### config.mk
export PLATFORM = sky130hd
export DESIGN_NAME = type_rule_loader
export DESIGN_NICKNAME = d
export VERILOG_FILES = /design/src/rtl/rule_cfg_pkg.sv /design/src/rtl/rule_payload_shifter.sv /design/src/rtl/type_rule_loader.sv
export SDC_FILE = /design/constraint.sdc
export NUM_CORES = 1
export LEC_CHECK = 0
export CAP_MARGIN = 0
export CORE_UTILIZATION = 25
export CTS_CLUSTER_DIAMETER = 50
export DETAILED_ROUTE_END_ITERATION = 10
export PLACE_DENSITY_LB_ADDON = 0.05
export REMOVE_ABC_BUFFERS = 1
export SLEW_MARGIN = 20
export SYNTH_ARGS = -nofsm -noshare
export SYNTH_HDL_FRONTEND = slang
export SYNTH_SLANG_ARGS = --single-unit
### constraint.sdc
create_clock -name i_clk -period 8.6 [get_ports i_clk]
set_input_delay 1.29 -clock i_clk [delete_from_list [all_inputs] [get_ports i_clk]]
set_output_delay 1.29 -clock i_clk [all_outputs]
set_load 0.005 [all_outputs]
### src/rtl/rule_cfg_pkg.sv
// rule_cfg_pkg
//   Shared definitions for the type-lookup rule loader: table geometry,
//   rule record layout, config header layout and opcodes.
//   The rule record is packed LSB-first in the order valid, typeData,
//   typeMask, keyOffset, keyMergeOffset, headShift, metaShift. A packed
//   struct lists its first member at the MSB, so the members below appear
//   in reverse order.
package rule_cfg_pkg;

  localparam int WORD_BITS        = 32;
  localparam int RULE_NUM         = 4;
  localparam int TYPE_NUM         = 2;
  localparam int TYPE_WIDTH       = 16;
  localparam int KEY_FILED_NUM    = 2;
  localparam int KEY_OFFSET_WIDTH = 6;
  localparam int HEAD_SHIFT_WIDTH = 8;
  localparam int META_SHIFT_WIDTH = 8;

  localparam int TYPE_BITS      = TYPE_NUM * TYPE_WIDTH;
  localparam int KEY_OFF_BITS   = KEY_FILED_NUM * (KEY_OFFSET_WIDTH + 1);
  localparam int KEY_MERGE_BITS = KEY_FILED_NUM * KEY_OFFSET_WIDTH;
  localparam int RULE_BITS      = 1 + 2 * TYPE_BITS + KEY_OFF_BITS + KEY_MERGE_BITS
                                  + HEAD_SHIFT_WIDTH + META_SHIFT_WIDTH;
  // P: number of payload words needed to carry one rule record
  localparam int RULE_WORDS     = (RULE_BITS + WORD_BITS - 1) / WORD_BITS;
  localparam int RULE_IDX_W     = (RULE_NUM > 1) ? $clog2(RULE_NUM) : 1;
  localparam int WORD_CNT_W     = (RULE_WORDS > 1) ? $clog2(RULE_WORDS) : 1;

  // Any other opcode value is rejected.
  typedef enum logic [3:0] {
    OP_WRITE     = 4'd1,
    OP_CLEAR_ALL = 4'd2
  } cfg_opcode_e;

  // Header word with bits [27:24] dropped (they carry no meaning).
  typedef struct packed {
    logic [3:0] opcode;
    logic [7:0] layer;
    logic [7:0] rule_idx;
    logic [7:0] word_cnt;
  } cfg_hdr_t;

  typedef struct packed {
    logic [META_SHIFT_WIDTH-1:0] meta_shift;
    logic [HEAD_SHIFT_WIDTH-1:0] head_shift;
    logic [KEY_MERGE_BITS-1:0]   key_merge_offset;
    logic [KEY_OFF_BITS-1:0]     key_offset;
    logic [TYPE_BITS-1:0]        type_mask;
    logic [TYPE_BITS-1:0]        type_data;
    logic                        valid;
  } rule_rec_t;

  function automatic logic [RULE_NUM-1:0] rule_onehot(input logic [RULE_IDX_W-1:0] idx);
    return RULE_NUM'(1) << idx;
  endfunction

endpackage

### src/rtl/rule_payload_shifter.sv
// rule_payload_shifter
//   Collects RULE_WORDS config words into one rule record. Each shifted
//   word enters at the top and moves down, so after RULE_WORDS shifts the
//   first word sits at bits [31:0].
// Ports
//   i_clk       clock
//   i_clr       synchronous clear of the word buffer
//   i_shift_en  shift i_word in on this edge
//   i_word      incoming config word
//   o_rec_next  record as it will read after this edge (shifted value when
//               i_shift_en is high, current contents otherwise)
module rule_payload_shifter
  import rule_cfg_pkg::*;
(
  input  logic                 i_clk,
  input  logic                 i_clr,
  input  logic                 i_shift_en,
  input  logic [WORD_BITS-1:0] i_word,
  output logic [RULE_BITS-1:0] o_rec_next
);

  logic [RULE_WORDS-1:0][WORD_BITS-1:0] words_reg;
  logic [RULE_WORDS-1:0][WORD_BITS-1:0] words_next;

  genvar gi;
  generate
    for (gi = 0; gi < RULE_WORDS; gi++) begin : g_word
      if (gi == RULE_WORDS - 1) begin : g_top
        assign words_next[gi] = i_shift_en ? i_word : words_reg[gi];
      end else begin : g_mid
        assign words_next[gi] = i_shift_en ? words_reg[gi+1] : words_reg[gi];
      end
    end
  endgenerate

  // Unused top bits of the last word are simply not forwarded.
  assign o_rec_next = words_next[RULE_BITS-1:0];

  always_ff @(posedge i_clk) begin
    if (i_clr) begin
      words_reg <= '0;
    end else begin
      words_reg <= words_next;
    end
  end

endmodule

### src/rtl/type_rule_loader.sv
// type_rule_loader
//   Config-side writer for one layer's type-lookup rule table. Decodes
//   WRITE / CLEAR_ALL commands from a 32-bit valid/ready word stream,
//   assembles a rule record and emits a single-cycle one-hot write strobe
//   with the record fields. Commands for other layers are drained quietly;
//   malformed commands are drained and flagged on o_err.
// Optional feature (macro CFG_CHECKSUM_EN): a WRITE carries one trailing
//   word equal to the XOR of the header and all payload words; a mismatch
//   suppresses the write and pulses o_err.
// Ports
//   i_clk, i_rst                 clock, synchronous active-high reset
//   i_cfg_valid/i_cfg_data       config word stream in
//   o_cfg_ready                  word accepted when valid & ready
//   o_rule_wren                  one-hot row write strobe (1 cycle)
//   o_typeRule_*                 rule record fields for the table
//   o_err                        1-cycle pulse per rejected command
//   o_wr_cnt                     committed row-write counter (wraps)
module type_rule_loader
  import rule_cfg_pkg::*;
#(
  parameter int         CFG_WIDTH = 32,
  parameter logic [7:0] LAYER_ID  = 8'd0
) (
  input  logic                        i_clk,
  input  logic                        i_rst,
  input  logic                        i_cfg_valid,
  input  logic [CFG_WIDTH-1:0]        i_cfg_data,
  output logic                        o_cfg_ready,
  output logic [RULE_NUM-1:0]         o_rule_wren,
  output logic                        o_typeRule_valid,
  output logic [TYPE_BITS-1:0]        o_typeRule_typeData,
  output logic [TYPE_BITS-1:0]        o_typeRule_typeMask,
  output logic [KEY_OFF_BITS-1:0]     o_typeRule_keyOffset,
  output logic [KEY_MERGE_BITS-1:0]   o_typeRule_keyMergeOffset,
  output logic [HEAD_SHIFT_WIDTH-1:0] o_typeRule_headShift,
  output logic [META_SHIFT_WIDTH-1:0] o_typeRule_metaShift,
  output logic                        o_err,
  output logic [15:0]                 o_wr_cnt
);

  typedef enum logic [2:0] {
    ST_IDLE, ST_RECV, ST_CHK, ST_COMMIT, ST_CLEAR, ST_DRAIN
  } state_e;

  localparam logic [WORD_CNT_W-1:0] LAST_WORD = WORD_CNT_W'(RULE_WORDS - 1);
  localparam logic [RULE_IDX_W-1:0] LAST_RULE = RULE_IDX_W'(RULE_NUM - 1);

  state_e                  state_reg;
  logic                    ready_reg;
  logic [RULE_NUM-1:0]     wren_reg;
  rule_rec_t               rec_reg;
  logic                    err_reg;
  logic [15:0]             wr_cnt_reg;
  logic [RULE_IDX_W-1:0]   idx_reg;
  logic [WORD_CNT_W-1:0]   word_cnt_reg;
  logic [8:0]              drain_cnt_reg;
  logic [RULE_IDX_W-1:0]   clr_cnt_reg;
`ifdef CFG_CHECKSUM_EN
  logic [CFG_WIDTH-1:0]    csum_reg;
`endif

  cfg_hdr_t                hdr;
  logic                    accept;
  logic                    shift_en;
  logic [8:0]              drain_len;
  logic [RULE_BITS-1:0]    rec_next;

  assign hdr      = {i_cfg_data[31:28], i_cfg_data[23:0]};
  assign accept   = i_cfg_valid & ready_reg;
  assign shift_en = accept & (state_reg == ST_RECV);

  // Words to discard after a header that is not taken: the payload, plus
  // the checksum word that always trails a WRITE when checksums are on.
  always_comb begin
    drain_len = {1'b0, hdr.word_cnt};
`ifdef CFG_CHECKSUM_EN
    if (hdr.opcode == OP_WRITE) begin
      drain_len = drain_len + 9'd1;
    end
`endif
  end

  rule_payload_shifter u_shifter (
    .i_clk      (i_clk),
    .i_clr      (i_rst),
    .i_shift_en (shift_en),
    .i_word     (i_cfg_data),
    .o_rec_next (rec_next)
  );

  always_ff @(posedge i_clk) begin
    if (i_rst) begin
      state_reg     <= ST_IDLE;
      ready_reg     <= 1'b1;
      wren_reg      <= '0;
      rec_reg       <= '0;
      err_reg       <= 1'b0;
      wr_cnt_reg    <= '0;
      idx_reg       <= '0;
      word_cnt_reg  <= '0;
      drain_cnt_reg <= '0;
      clr_cnt_reg   <= '0;
`ifdef CFG_CHECKSUM_EN
      csum_reg      <= '0;
`endif
    end else begin
      err_reg  <= 1'b0;
      wren_reg <= '0;
      case (state_reg)
        ST_IDLE: begin
          if (accept) begin
            if (hdr.opcode == OP_WRITE && hdr.layer == LAYER_ID &&
                hdr.rule_idx < 8'(RULE_NUM) && hdr.word_cnt == 8'(RULE_WORDS)) begin
              state_reg    <= ST_RECV;
              idx_reg      <= hdr.rule_idx[RULE_IDX_W-1:0];
              word_cnt_reg <= '0;
`ifdef CFG_CHECKSUM_EN
              csum_reg     <= i_cfg_data;
`endif
            end else if (hdr.opcode == OP_CLEAR_ALL && hdr.layer == LAYER_ID &&
                         hdr.word_cnt == 8'd0) begin
              // Row 0 is written straight away; the CLEAR state walks the rest.
              state_reg   <= ST_CLEAR;
              ready_reg   <= 1'b0;
              clr_cnt_reg <= '0;
              wren_reg    <= rule_onehot('0);
              rec_reg     <= '0;
              wr_cnt_reg  <= wr_cnt_reg + 16'd1;
            end else if (hdr.opcode != OP_WRITE && hdr.opcode != OP_CLEAR_ALL) begin
              err_reg <= 1'b1;
            end else begin
              // Known opcode not taken: another layer's command drains
              // silently, a malformed one for this layer is flagged.
              err_reg <= (hdr.layer == LAYER_ID);
              if (drain_len != 9'd0) begin
                state_reg     <= ST_DRAIN;
                drain_cnt_reg <= drain_len;
              end
            end
          end
        end

        ST_RECV: begin
          if (accept) begin
            word_cnt_reg <= word_cnt_reg + WORD_CNT_W'(1);
`ifdef CFG_CHECKSUM_EN
            csum_reg <= csum_reg ^ i_cfg_data;
            if (word_cnt_reg == LAST_WORD) begin
              state_reg <= ST_CHK;
            end
`else
            if (word_cnt_reg == LAST_WORD) begin
              // rec_next already includes the word accepted on this edge.
              state_reg  <= ST_COMMIT;
              ready_reg  <= 1'b0;
              wren_reg   <= rule_onehot(idx_reg);
              rec_reg    <= rec_next;
              wr_cnt_reg <= wr_cnt_reg + 16'd1;
            end
`endif
          end
        end

`ifdef CFG_CHECKSUM_EN
        ST_CHK: begin
          if (accept) begin
            if (i_cfg_data == csum_reg) begin
              state_reg  <= ST_COMMIT;
              ready_reg  <= 1'b0;
              wren_reg   <= rule_onehot(idx_reg);
              rec_reg    <= rec_next;
              wr_cnt_reg <= wr_cnt_reg + 16'd1;
            end else begin
              state_reg <= ST_IDLE;
              err_reg   <= 1'b1;
            end
          end
        end
`endif

        ST_COMMIT: begin
          state_reg <= ST_IDLE;
          ready_reg <= 1'b1;
        end

        ST_CLEAR: begin
          if (clr_cnt_reg == LAST_RULE) begin
            state_reg <= ST_IDLE;
            ready_reg <= 1'b1;
          end else begin
            clr_cnt_reg <= clr_cnt_reg + RULE_IDX_W'(1);
            wren_reg    <= rule_onehot(clr_cnt_reg + RULE_IDX_W'(1));
            wr_cnt_reg  <= wr_cnt_reg + 16'd1;
          end
        end

        ST_DRAIN: begin
          if (accept) begin
            if (drain_cnt_reg == 9'd1) begin
              state_reg <= ST_IDLE;
            end
            drain_cnt_reg <= drain_cnt_reg - 9'd1;
          end
        end

        default: begin
          state_reg <= ST_IDLE;
          ready_reg <= 1'b1;
        end
      endcase
    end
  end

  assign o_cfg_ready               = ready_reg;
  assign o_rule_wren               = wren_reg;
  assign o_typeRule_valid          = rec_reg.valid;
  assign o_typeRule_typeData       = rec_reg.type_data;
  assign o_typeRule_typeMask       = rec_reg.type_mask;
  assign o_typeRule_keyOffset      = rec_reg.key_offset;
  assign o_typeRule_keyMergeOffset = rec_reg.key_merge_offset;
  assign o_typeRule_headShift      = rec_reg.head_shift;
  assign o_typeRule_metaShift      = rec_reg.meta_shift;
  assign o_err                     = err_reg;
  assign o_wr_cnt                  = wr_cnt_reg;

endmodule

==> impl_results.md <==
* Mapped Cells at ~1100
* Crit. End Element: register
* Via/cell ratio at ~4.9
* Cell count of the worst reg-to-reg path at 7
* Synth Area per Inst at just over 9 sq um
* Die width at 203 microns
* Tcrit/Tclk final at 0.531
* Clk root buf: clkbuf_16
* Setup-failing EPs final at 0
* Reg clk slew, reported paths at about 0.05 ns
* Critical path launch point: i_cfg_data[4]
* Number of port buffers at 163
* Detail Route Antenna Nets at 0
* Clock skew at 0.0118 ns
* Via count at 8706
* Net count, final at 1278
* Most frequent cells in the layout: nand2_1, dfxtp_1, clkdlybuf4s50_1
* Setup Crit Path Kind: in2reg
* Most common cell after layout, fill and taps aside: nand2_1
* Iter 0 DRT Violations at 565
* DRT Pass-1 Iters at 5
* Vias in the first global route at 8618
* Hold_buf cts at 0
* Outcome: finished clean
* Hold slack at 0.455 ns
* PostCTS Resize Cnt at 0
* Worst path max stage delay at roughly 0.71 ns
* Die ar. at 41400 sq um
* H-tree depth at 2
* DPL Wire Length at 18500 microns
* Multi-input logic area at 4210 sq um
* DIE HEIGHT at approximately 200 microns
* RSZ-0062 raised after global routing: false
* Synth Warn # at 0
* Max-Cap Viols at 0
* Initial Util at 0.255
* CP startpoint kind: input port
* Largest net degree at the start of global routing at between 80 and 90
* Worst path bufs/invs at 2
* Cell Pwr Density at 256 nW/um^2
* P&R area growth vs syn at 34.6%
* FF-to-FF Start: state_reg[0]
* P_leak at between 4 and 5 nW
* Longest Clk Path Bufs at 3
* Reg2reg setup slack at 5.64 ns
* CP Max Fanout at between 80 and 90
* Routed wire length at 31600 microns
* Final Hold Violating Endpoints at 0
* Final Critical Period at 4.57 ns
* Num rows at 73
* Maximum clock rate at 0.219 GHz
* Worst Tran Pin Value at between 1 and 1.5 ns
* Slew HR at 0.267
* Final non-filler cell area at about 14000 sq um
* Global-route wire length before repair at 50100 microns
* Asr flop ratio synth at 0
* Inserted Clock Buffers at 42
* Layout cells sized above 1 at 0.0735
* I/O pins at 164
* Critical Path RT at 9.02 ns
* RR Endpoint: o_typeRule_metaShift[0]
* Hold Path Class: reg2reg
* Synth Cell Area at ~10000 sq um
* Post-synthesis sequential area ratio at 0.543
* Critical path endpoint: o_typeRule_typeData[23]
* CP arrival at 4.99 ns
* Drt wl/cell at 17.7 microns
* WP depth at 7
* Delay-heaviest family, CP: simple AND/OR/NAND/NOR gates
* Pins Over Slew Limit at 0
* Main synth FF type: dfxtp_1
* Grt ovf at 0
* Core box area at 39800 sq um
* Synth unique cells at 50
* Worst-Skew Late Latency at 0.55 ns
* Register area at 5510 sq um
* Routability Congestion at ~0.74
* Postcts setup bufs at 0
* Placement-stage cell area at around 12000 sq um
* CTS tree: done
* Final-layout fill cell count at 4202
* Max FFs per register at 128
* # DRC at 0
* Critical path, cell by cell: clkdlybuf4s50_1 -> or4_4 -> or4_1 -> o41ai_2 -> or4b_4 -> buf_4 -> a32o_1
* Crit-path slowest cell: or4b_4
* GRT Total Usage at 0.153
* Clk sink count at approximately 280
* TNS Setup at 0 ns
* Initial antenna violation count at 2
* Worst vdd ir at 0.121 mV
* Post-synth EDFFs at 0
* #FFs+latches synth at 275
* N_diodes at 0
area by class of cell:
cell class                 instances  share of cell area
timing repair buffer             174               0.126
tap                              525              0.0481
clock inverter                    15              0.0180
sequential                       275               0.404
multi-input combinational        730               0.309
clock buffer                      60              0.0925
inverter                          11             0.00321
power by group:
group / switching [W] / internal (W) / leakage [nW] / total [W]
combinational: 0.000245 / 0.0000964 / 1.51 / 0.000342
sequential: 0.0000299 / 0.00131 / 2.22 / 0.00133
clock: 0.000615 / 0.00120 / 0.735 / 0.00182
total: 0.000891 / 0.00260 / 4.46 / 0.00349
cells by family (layout without fill, tap and decap cells):
group                      Yosys count  after routing  share of synthesized area
muxes                                2              2                    0.00197
and+or+nand+nor                    396            396                      0.173
buffers and inverters              110            260                     0.0439
adders and majority gates            9              9                     0.0111
AOI/OAI and AO/OA                  323            323                      0.227
DFF                                275            275                      0.543
synth_stat cells, drive strengths merged, types with 5 or more instances:
library cell	n	area [sq um]
nor3	7	35.0
o31ai	15	113
a32o	107	1070
nor4	5	31.3
and3	6	37.5
buf	6	55.1
o21ai	13	65.1
or3	6	37.5
nor2	15	56.3
nand4	11	68.8
ha	9	113
clkbuf	93	349
or4	20	154
inv	11	41.3
dfxtp	275	5510
a21oi	157	786
nand2	284	1070
nand3	18	90.1
worst min-delay path by stage:
stage                        startpoint                       end  slack (ns)  cells after the start
6_report       u_shifter.words_reg[127]  u_shifter.words_reg[127]        0.45                      2
5_1_grt        u_shifter.words_reg[118]  u_shifter.words_reg[118]        0.47                      2
4_1_cts        u_shifter.words_reg[116]  u_shifter.words_reg[116]        0.45                      2
3_5_place_dp   u_shifter.words_reg[116]  u_shifter.words_reg[116]        0.45                      2
3_3_place_gp   u_shifter.words_reg[125]  u_shifter.words_reg[125]        0.45                      2
2_1_floorplan  u_shifter.words_reg[107]  u_shifter.words_reg[107]        0.43                      2
stage by stage:
stage | worst slack, ns | instances | utilization | total power [W]
after global placement | 3.54 | 1714 | 0.304 | 0.00170
after floorplan | -2.33 | 1016 | - | 0.00155
after global routing | 3.92 | 1790 | 0.343 | 0.00365
after CTS | 4.08 | 1790 | 0.342 | 0.00355
after detailed placement | 3.50 | 1715 | 0.305 | 0.00170
final | 4.03 | 1790 | 0.343 | 0.00349
per-layer routing:
metal,wire length (microns),vias up,global-route usage
met3,2140,49,0.0499
li1,-,4284,-
met2,13900,200,0.230
met1,14900,4169,0.208
met4,653,4,0.0448
met5,25,-,0
worst register-to-register path, delay by kind of cell (launching register included):
family          cells  cell delay, ns
simple gates        3            0.63
flops               1            0.53
buf+inv             2            1.39
compound gates      2            0.34
(Power assumes the default switching activity.)
